**src/rtl/in_buffer_rd_sched_if.sv**
```systemverilog
// rtl/in_buffer_rd_sched_if.sv - control, config and read-bus signals of the input-buffer read sequencer
interface in_buffer_rd_sched_if #(
    parameter int IMG_AW = 16,
    parameter int W_AW   = 16,
    parameter int B_AW   = 8
);
    logic              i_start;
    logic              i_img_ready;
    logic [IMG_AW-1:0] cfg_in_len;
    logic [B_AW-1:0]   cfg_out_num;
    logic [W_AW-1:0]   cfg_w_base;
    logic              i_stall;
    logic              o_rd_en;
    logic [IMG_AW-1:0] o_img_addr;
    logic [W_AW-1:0]   o_w_addr;
    logic [B_AW-1:0]   o_b_addr;
    logic              o_vld;
    logic              o_first;
    logic              o_last_k;
    logic              o_busy;
    logic              o_cfg_err;
    logic              o_last;
    logic              o_done;

    modport master (
        output i_start, i_img_ready, cfg_in_len, cfg_out_num, cfg_w_base, i_stall,
        input  o_rd_en, o_img_addr, o_w_addr, o_b_addr, o_vld, o_first, o_last_k,
        input  o_busy, o_cfg_err, o_last, o_done
    );

    modport slave (
        input  i_start, i_img_ready, cfg_in_len, cfg_out_num, cfg_w_base, i_stall,
        output o_rd_en, o_img_addr, o_w_addr, o_b_addr, o_vld, o_first, o_last_k,
        output o_busy, o_cfg_err, o_last, o_done
    );
endinterface

```
**src/rtl/in_buffer_rd_sched.sv**
```systemverilog
// rtl/in_buffer_rd_sched.sv - walks image/weight/bias buffers in fully-connected order, one read per cycle
module in_buffer_rd_sched #(
    parameter int IMG_AW = 16,
    parameter int W_AW   = 16,
    parameter int B_AW   = 8,
    parameter int RD_LAT = 1
) (
    input  logic                 clk,
    input  logic                 rst,
    in_buffer_rd_sched_if.slave  bus
);
    localparam int DCW = $clog2(RD_LAT + 1);
    localparam logic [DCW-1:0] DRAIN_LAST = DCW'(RD_LAT);

    typedef enum logic [2:0] {S_IDLE, S_WAIT_IMG, S_RUN, S_DRAIN, S_DONE} state_e;

    state_e            state_q, state_d;
    logic [IMG_AW-1:0] len_q, len_d, k_q, k_d, img_addr_q, img_addr_d;
    logic [B_AW-1:0]   num_q, num_d, n_q, n_d, b_addr_q, b_addr_d;
    logic [W_AW-1:0]   w_q, w_d, w_addr_q, w_addr_d;
    logic              cfg_err_q, cfg_err_d;
    logic              rd_en_q, rd_en_d, first_q, first_d, last_k_q, last_k_d;
    logic [DCW-1:0]    drain_q, drain_d;
    logic [RD_LAT-1:0] vld_sr_q, first_sr_q, last_k_sr_q;
    logic              k_end, n_end;

    assign k_end = (k_q == len_q - IMG_AW'(1));
    assign n_end = (n_q == num_q - B_AW'(1));

    always_comb begin
        state_d    = state_q;
        len_d      = len_q;
        num_d      = num_q;
        k_d        = k_q;
        n_d        = n_q;
        w_d        = w_q;
        cfg_err_d  = cfg_err_q;
        drain_d    = drain_q;
        rd_en_d    = 1'b0;
        first_d    = 1'b0;
        last_k_d   = 1'b0;
        img_addr_d = img_addr_q;
        w_addr_d   = w_addr_q;
        b_addr_d   = b_addr_q;
        case (state_q)
            S_IDLE: begin
                if (bus.i_start) begin
                    len_d     = bus.cfg_in_len;
                    num_d     = bus.cfg_out_num;
                    w_d       = bus.cfg_w_base;
                    k_d       = '0;
                    n_d       = '0;
                    cfg_err_d = 1'b0;
                    if (bus.cfg_in_len == '0 || bus.cfg_out_num == '0) begin
                        cfg_err_d = 1'b1;
                        state_d   = S_DONE;
                    end else begin
                        state_d = S_WAIT_IMG;
                    end
                end
            end
            S_WAIT_IMG: begin
                if (bus.i_img_ready) state_d = S_RUN;
            end
            S_RUN: begin
                // Weight address is a running counter, equal to w_base + n*K + k.
                if (!bus.i_stall) begin
                    rd_en_d    = 1'b1;
                    img_addr_d = k_q;
                    w_addr_d   = w_q;
                    b_addr_d   = n_q;
                    first_d    = (k_q == '0);
                    last_k_d   = k_end;
                    w_d        = w_q + W_AW'(1);
                    if (k_end) begin
                        k_d = '0;
                        n_d = n_q + B_AW'(1);
                        if (n_end) begin
                            state_d = S_DRAIN;
                            drain_d = '0;
                        end
                    end else begin
                        k_d = k_q + IMG_AW'(1);
                    end
                end
            end
            S_DRAIN: begin
                // One extra cycle so o_last follows the final o_vld rather than coinciding.
                if (drain_q == DRAIN_LAST) state_d = S_DONE;
                else                       drain_d = drain_q + DCW'(1);
            end
            S_DONE:  state_d = S_IDLE;
            default: state_d = S_IDLE;
        endcase
    end

    always_ff @(posedge clk) begin
        if (rst) begin
            state_q    <= S_IDLE;
            len_q      <= '0;
            num_q      <= '0;
            k_q        <= '0;
            n_q        <= '0;
            w_q        <= '0;
            cfg_err_q  <= 1'b0;
            drain_q    <= '0;
            rd_en_q    <= 1'b0;
            first_q    <= 1'b0;
            last_k_q   <= 1'b0;
            img_addr_q <= '0;
            w_addr_q   <= '0;
            b_addr_q   <= '0;
        end else begin
            state_q    <= state_d;
            len_q      <= len_d;
            num_q      <= num_d;
            k_q        <= k_d;
            n_q        <= n_d;
            w_q        <= w_d;
            cfg_err_q  <= cfg_err_d;
            drain_q    <= drain_d;
            rd_en_q    <= rd_en_d;
            first_q    <= first_d;
            last_k_q   <= last_k_d;
            img_addr_q <= img_addr_d;
            w_addr_q   <= w_addr_d;
            b_addr_q   <= b_addr_d;
        end
    end

    // Tag pipeline matches BRAM latency and never stalls.
    if (RD_LAT == 1) begin : g_pipe1
        always_ff @(posedge clk) begin
            if (rst) begin
                vld_sr_q    <= '0;
                first_sr_q  <= '0;
                last_k_sr_q <= '0;
            end else begin
                vld_sr_q    <= rd_en_q;
                first_sr_q  <= first_q;
                last_k_sr_q <= last_k_q;
            end
        end
    end else begin : g_pipen
        always_ff @(posedge clk) begin
            if (rst) begin
                vld_sr_q    <= '0;
                first_sr_q  <= '0;
                last_k_sr_q <= '0;
            end else begin
                vld_sr_q    <= {vld_sr_q[RD_LAT-2:0], rd_en_q};
                first_sr_q  <= {first_sr_q[RD_LAT-2:0], first_q};
                last_k_sr_q <= {last_k_sr_q[RD_LAT-2:0], last_k_q};
            end
        end
    end

    assign bus.o_rd_en    = rd_en_q;
    assign bus.o_img_addr = img_addr_q;
    assign bus.o_w_addr   = w_addr_q;
    assign bus.o_b_addr   = b_addr_q;
    assign bus.o_vld      = vld_sr_q[RD_LAT-1];
    assign bus.o_first    = first_sr_q[RD_LAT-1];
    assign bus.o_last_k   = last_k_sr_q[RD_LAT-1];
    assign bus.o_busy     = (state_q != S_IDLE);
    assign bus.o_cfg_err  = cfg_err_q;
    assign bus.o_last     = (state_q == S_DONE);
    assign bus.o_done     = (state_q == S_DONE);
endmodule

```
**src/flat_wrapper.sv**
```systemverilog
// flat-port wrapper written by rule: the top's interface ports become plain ports
module in_buffer_rd_sched_flat 
#(
    parameter int IMG_AW = 16,
    parameter int W_AW   = 16,
    parameter int B_AW   = 8,
    parameter int RD_LAT = 1
)
  (clk, rst, bus_i_start, bus_i_img_ready, bus_cfg_in_len, bus_cfg_out_num, bus_cfg_w_base, bus_i_stall, bus_o_rd_en, bus_o_img_addr, bus_o_w_addr, bus_o_b_addr, bus_o_vld, bus_o_first, bus_o_last_k, bus_o_busy, bus_o_cfg_err, bus_o_last, bus_o_done);
  in_buffer_rd_sched_if #(.IMG_AW(IMG_AW), .W_AW(W_AW), .B_AW(B_AW)) bus_i ();
  input  logic clk;
  input  logic rst;
  input wire logic [$bits(bus_i.i_start)-1:0] bus_i_start;
  input wire logic [$bits(bus_i.i_img_ready)-1:0] bus_i_img_ready;
  input wire logic [$bits(bus_i.cfg_in_len)-1:0] bus_cfg_in_len;
  input wire logic [$bits(bus_i.cfg_out_num)-1:0] bus_cfg_out_num;
  input wire logic [$bits(bus_i.cfg_w_base)-1:0] bus_cfg_w_base;
  input wire logic [$bits(bus_i.i_stall)-1:0] bus_i_stall;
  output wire logic [$bits(bus_i.o_rd_en)-1:0] bus_o_rd_en;
  output wire logic [$bits(bus_i.o_img_addr)-1:0] bus_o_img_addr;
  output wire logic [$bits(bus_i.o_w_addr)-1:0] bus_o_w_addr;
  output wire logic [$bits(bus_i.o_b_addr)-1:0] bus_o_b_addr;
  output wire logic [$bits(bus_i.o_vld)-1:0] bus_o_vld;
  output wire logic [$bits(bus_i.o_first)-1:0] bus_o_first;
  output wire logic [$bits(bus_i.o_last_k)-1:0] bus_o_last_k;
  output wire logic [$bits(bus_i.o_busy)-1:0] bus_o_busy;
  output wire logic [$bits(bus_i.o_cfg_err)-1:0] bus_o_cfg_err;
  output wire logic [$bits(bus_i.o_last)-1:0] bus_o_last;
  output wire logic [$bits(bus_i.o_done)-1:0] bus_o_done;
  assign bus_i.i_start = bus_i_start;
  assign bus_i.i_img_ready = bus_i_img_ready;
  assign bus_i.cfg_in_len = bus_cfg_in_len;
  assign bus_i.cfg_out_num = bus_cfg_out_num;
  assign bus_i.cfg_w_base = bus_cfg_w_base;
  assign bus_i.i_stall = bus_i_stall;
  assign bus_o_rd_en = bus_i.o_rd_en;
  assign bus_o_img_addr = bus_i.o_img_addr;
  assign bus_o_w_addr = bus_i.o_w_addr;
  assign bus_o_b_addr = bus_i.o_b_addr;
  assign bus_o_vld = bus_i.o_vld;
  assign bus_o_first = bus_i.o_first;
  assign bus_o_last_k = bus_i.o_last_k;
  assign bus_o_busy = bus_i.o_busy;
  assign bus_o_cfg_err = bus_i.o_cfg_err;
  assign bus_o_last = bus_i.o_last;
  assign bus_o_done = bus_i.o_done;
  in_buffer_rd_sched #(.IMG_AW(IMG_AW), .W_AW(W_AW), .B_AW(B_AW), .RD_LAT(RD_LAT)) u_core (.clk(clk), .rst(rst), .bus(bus_i));
endmodule
```
**config.mk**
```make
export PLATFORM = sky130hd
export DESIGN_NAME = in_buffer_rd_sched_flat
export DESIGN_NICKNAME = d
export VERILOG_FILES = /design/src/rtl/in_buffer_rd_sched_if.sv /design/src/rtl/in_buffer_rd_sched.sv /design/src/flat_wrapper.sv
export SDC_FILE = /design/constraint.sdc
export NUM_CORES = 1
export LEC_CHECK = 0
export BUFFER_PORTS_ARGS = -buffer_cell sky130_fd_sc_hd__buf_2
export CORE_MARGIN = 2
export CORE_UTILIZATION = 51
export CTS_CLUSTER_SIZE = 40
export DETAILED_ROUTE_END_ITERATION = 10
export PLACE_DENSITY = 0.76
export SLEW_MARGIN = 15
export SYNTH_ARGS = -nofsm -noshare
export SYNTH_HDL_FRONTEND = slang
export SYNTH_SLANG_ARGS = --single-unit
```
**constraint.sdc**
```tcl
create_clock -name clk -period 2.55 [get_ports clk]
set_clock_uncertainty 0.2 [all_clocks]
set_input_delay 0.1275 -clock clk [delete_from_list [all_inputs] [get_ports clk]]
set_output_delay 0.1275 -clock clk [all_outputs]
set_load 0.005 [all_outputs]
```
==> flow_summary.yaml <==
grt:
  grt_start_max_net_pins: 50
  grtUsageTotal: 0.276
  grt_pass1_wl_mm: 27.6
  grt-ovfl-total: 0
  antenna_found_initial: 0
  grt_pass1_vias: 5797
synthesis:
  synth_area_per_cell_sq_um: 7.72
  synth_flop_cell: "dfxtp_1"
  ys_ff_latch: 115
  synth_area_sq_um: 5780
  synth.area.top_cells: "dfxtp_1, nand2_1, a21oi_1"
  synth_top_cell_by_area: "dfxtp_1"
  synth.top_cell.area_share: 0.399
  synth_common_cells: "nand2_1, dfxtp_1, a21oi_1"
  syn-num-nets: 799
  synth.distinct_cells: 62
  ys_seq_area_frac: 0.399
  yosysMostFrequentCell: "nand2_1"
  yosysWarnings: 0
  async_flop_share: 0
  synth_edf_count: 0
  syn_inst: 748
cts:
  cts.sinks: 115
  cts_root_buf: "clkbuf_16"
  clk_latency_ps: 420
  cts_tree: "done"
  clkSlewWorstSetupHoldPaths_ps: 50
  numCtsBuffers: 17
  h-tree-depth: 4
  clk_path_buf_depth: 2
placement:
  hpwl_mm: 11.1
  place.gp.congestion: 0.862
  postPlaceCellArea_sq_um: 6610
  portBuffers: 92
min_path:
  hold_path_class: "primary input to flip-flop"
drt:
  wire_per_inst_um: 16.3
  wl_met2_mm: 8.23
  drc: 0
  final_antenna_net_count: 0
  wirelength_mm: 17.2
  wl_met3_mm: 1.01
  num_vias: 6101
  wl_met1_mm: 7.48
  maxUsedRoutingLayer: "met4"
  drt-vias-per-instance: 5.78
  drt_first_iter_violations: 545
  first_pass_iters: 6
run_status:
  status: "finished, violations left"
  violations: "setup timing"
die:
  row_count: 38
  start_util: 0.528
  core_area_sq_um: 10900
  dieArea_sq_um: 12200
  die_y_um: 110
  die_w_um: 110
  io_pins: 93
sta:
  rsz0062_at_grt: "true"
  relSlewSlack: 0.653
  hold_viol_final: 0
  setup_tns_ps: -5880
  worst_slew_pin_slew_ps: 521
  drv_slew: 0
  fin_crit_ps: 2840
  setup_violations: 26
  post-route-period-util: 1.11
  max_freq_ghz: 0.353
  whs_ps: 70.7
  setup_slack_ps: -287
critical_path:
  crit_path_end_kind: "flip-flop"
  start_kind: "flip-flop"
  cp.required_ps: 2690
  critical_path_class: "flip-flop to flip-flop"
  worstPathMaxFanout: 7
  arrival_ps: 2980
pwr:
  leakage_nw: 3.15
  irDropWorstVdd_mv: 0.421
  total_power_mw: 6.00
  power.density_nw_per_um2: 775
final_layout:
  design_area_sq_um: 7740
  antennaDiodeCount: 0
  fin_nets: 953
  area.growth.synth_to_final_pct: 34.0
  drive_gt1_frac: 0.226
  utilization: 0.708
job:
  maxCapViolCount: 0
==> routing by layer <==
metal | vias to the layer above | track usage
met5 | - | 0
met4 | 0 | 0.112
met3 | 51 | 0.0582
met2 | 244 | 0.459
met1 | 2864 | 0.349
li1 | 2942 | -
==> flip-flops by register name, summed over array words and instances (netlist names), 3 cells and up <==
name / cells
u_core.bus.o_b_addr: 8
u_core.bus.o_img_addr: 16
u_core.bus.o_w_addr: 16
u_core.k_q: 16
u_core.len_q: 16
u_core.n_q: 8
u_core.num_q: 8
u_core.state_q: 3
u_core.w_q: 16
==> layout by cell type (no fill, tap or decap), types with 18 or more instances in the layout <==
cell / synthesis / layout
buf_2: 0 / 92
nand4_1: 18 / 18
a21oi_1: 88 / 87
nor2_1: 36 / 34
dfxtp_1: 115 / 114
xnor2_1: 22 / 22
dlygate4sd3_1: 0 / 43
buf_4: 1 / 52
nor3_1: 28 / 24
o21ai_0: 20 / 19
nand2_1: 163 / 162
xor2_1: 20 / 20
==> path summary, 6_finish.rpt <==
| path | cells past startpoint | slack (ps) | end | start |
|---|---|---|---|---|
| max | 8 | -290 | u_core.n_q[3] | u_core.len_q[5] |
| min | 4 | 70 | u_core.state_q[0] | bus_i_start |
| max reg2reg | 8 | -290 | u_core.n_q[3] | u_core.len_q[5] |
| min reg2reg | 1 | 240 | u_core.bus.o_first | u_core.first_q |
==> power by group <==
part	switching, mW	internal [mW]	total [mW]
Clock	0.818	1.54	2.36
Combinational	0.855	0.714	1.57
Sequential	0.139	1.93	2.07
Total	1.81	4.19	6.00
==> cell families after synthesis <==
family,Yosys count,synth area share
compound gates,168,0.179
xor+xnor,42,0.0637
fa+ha+maj,6,0.0130
buf+inv,71,0.0509
flops,115,0.399
mux,7,0.0121
simple gates,339,0.283
==> stage by stage <==
stage,worst slack (ps),instances
after CTS,-261,1053
after floorplan,-264,748
after global routing,-351,1055
final,-287,1055
after global placement,-310,977
after detailed placement,-411,977
==> layout make-up <==
type                    instances  area [sq um]
clock buffers                  20           447
well taps                     140           175
repair buffers                193          1360
inverters                      13          48.8
clock inverters                12           138
flip-flops and latches        115          2300
fillers                       882          3200
multi-input cells             562          3270
==> critical path: stages, from the launching register on <==
cell and delay (ps):
dfxtp_2 320, or4_4 580, or3_4 390, o211ai_1 180
nand4_1 170, nand4bb_4 360, buf_6 210, a21oi_4 120
mux2i_1 220
==> what timing repair did <==
item | CTS | global route
pin swaps | 2 | 11
hold endpoints to repair | 55 | 0
buffers inserted | 1 | 1
hold buffers | 43 | 0
gates cloned | 0 | 1
gates resized for setup | 6 | 15
setup endpoints to repair | 27 | 29
(Power assumes the default switching activity.)
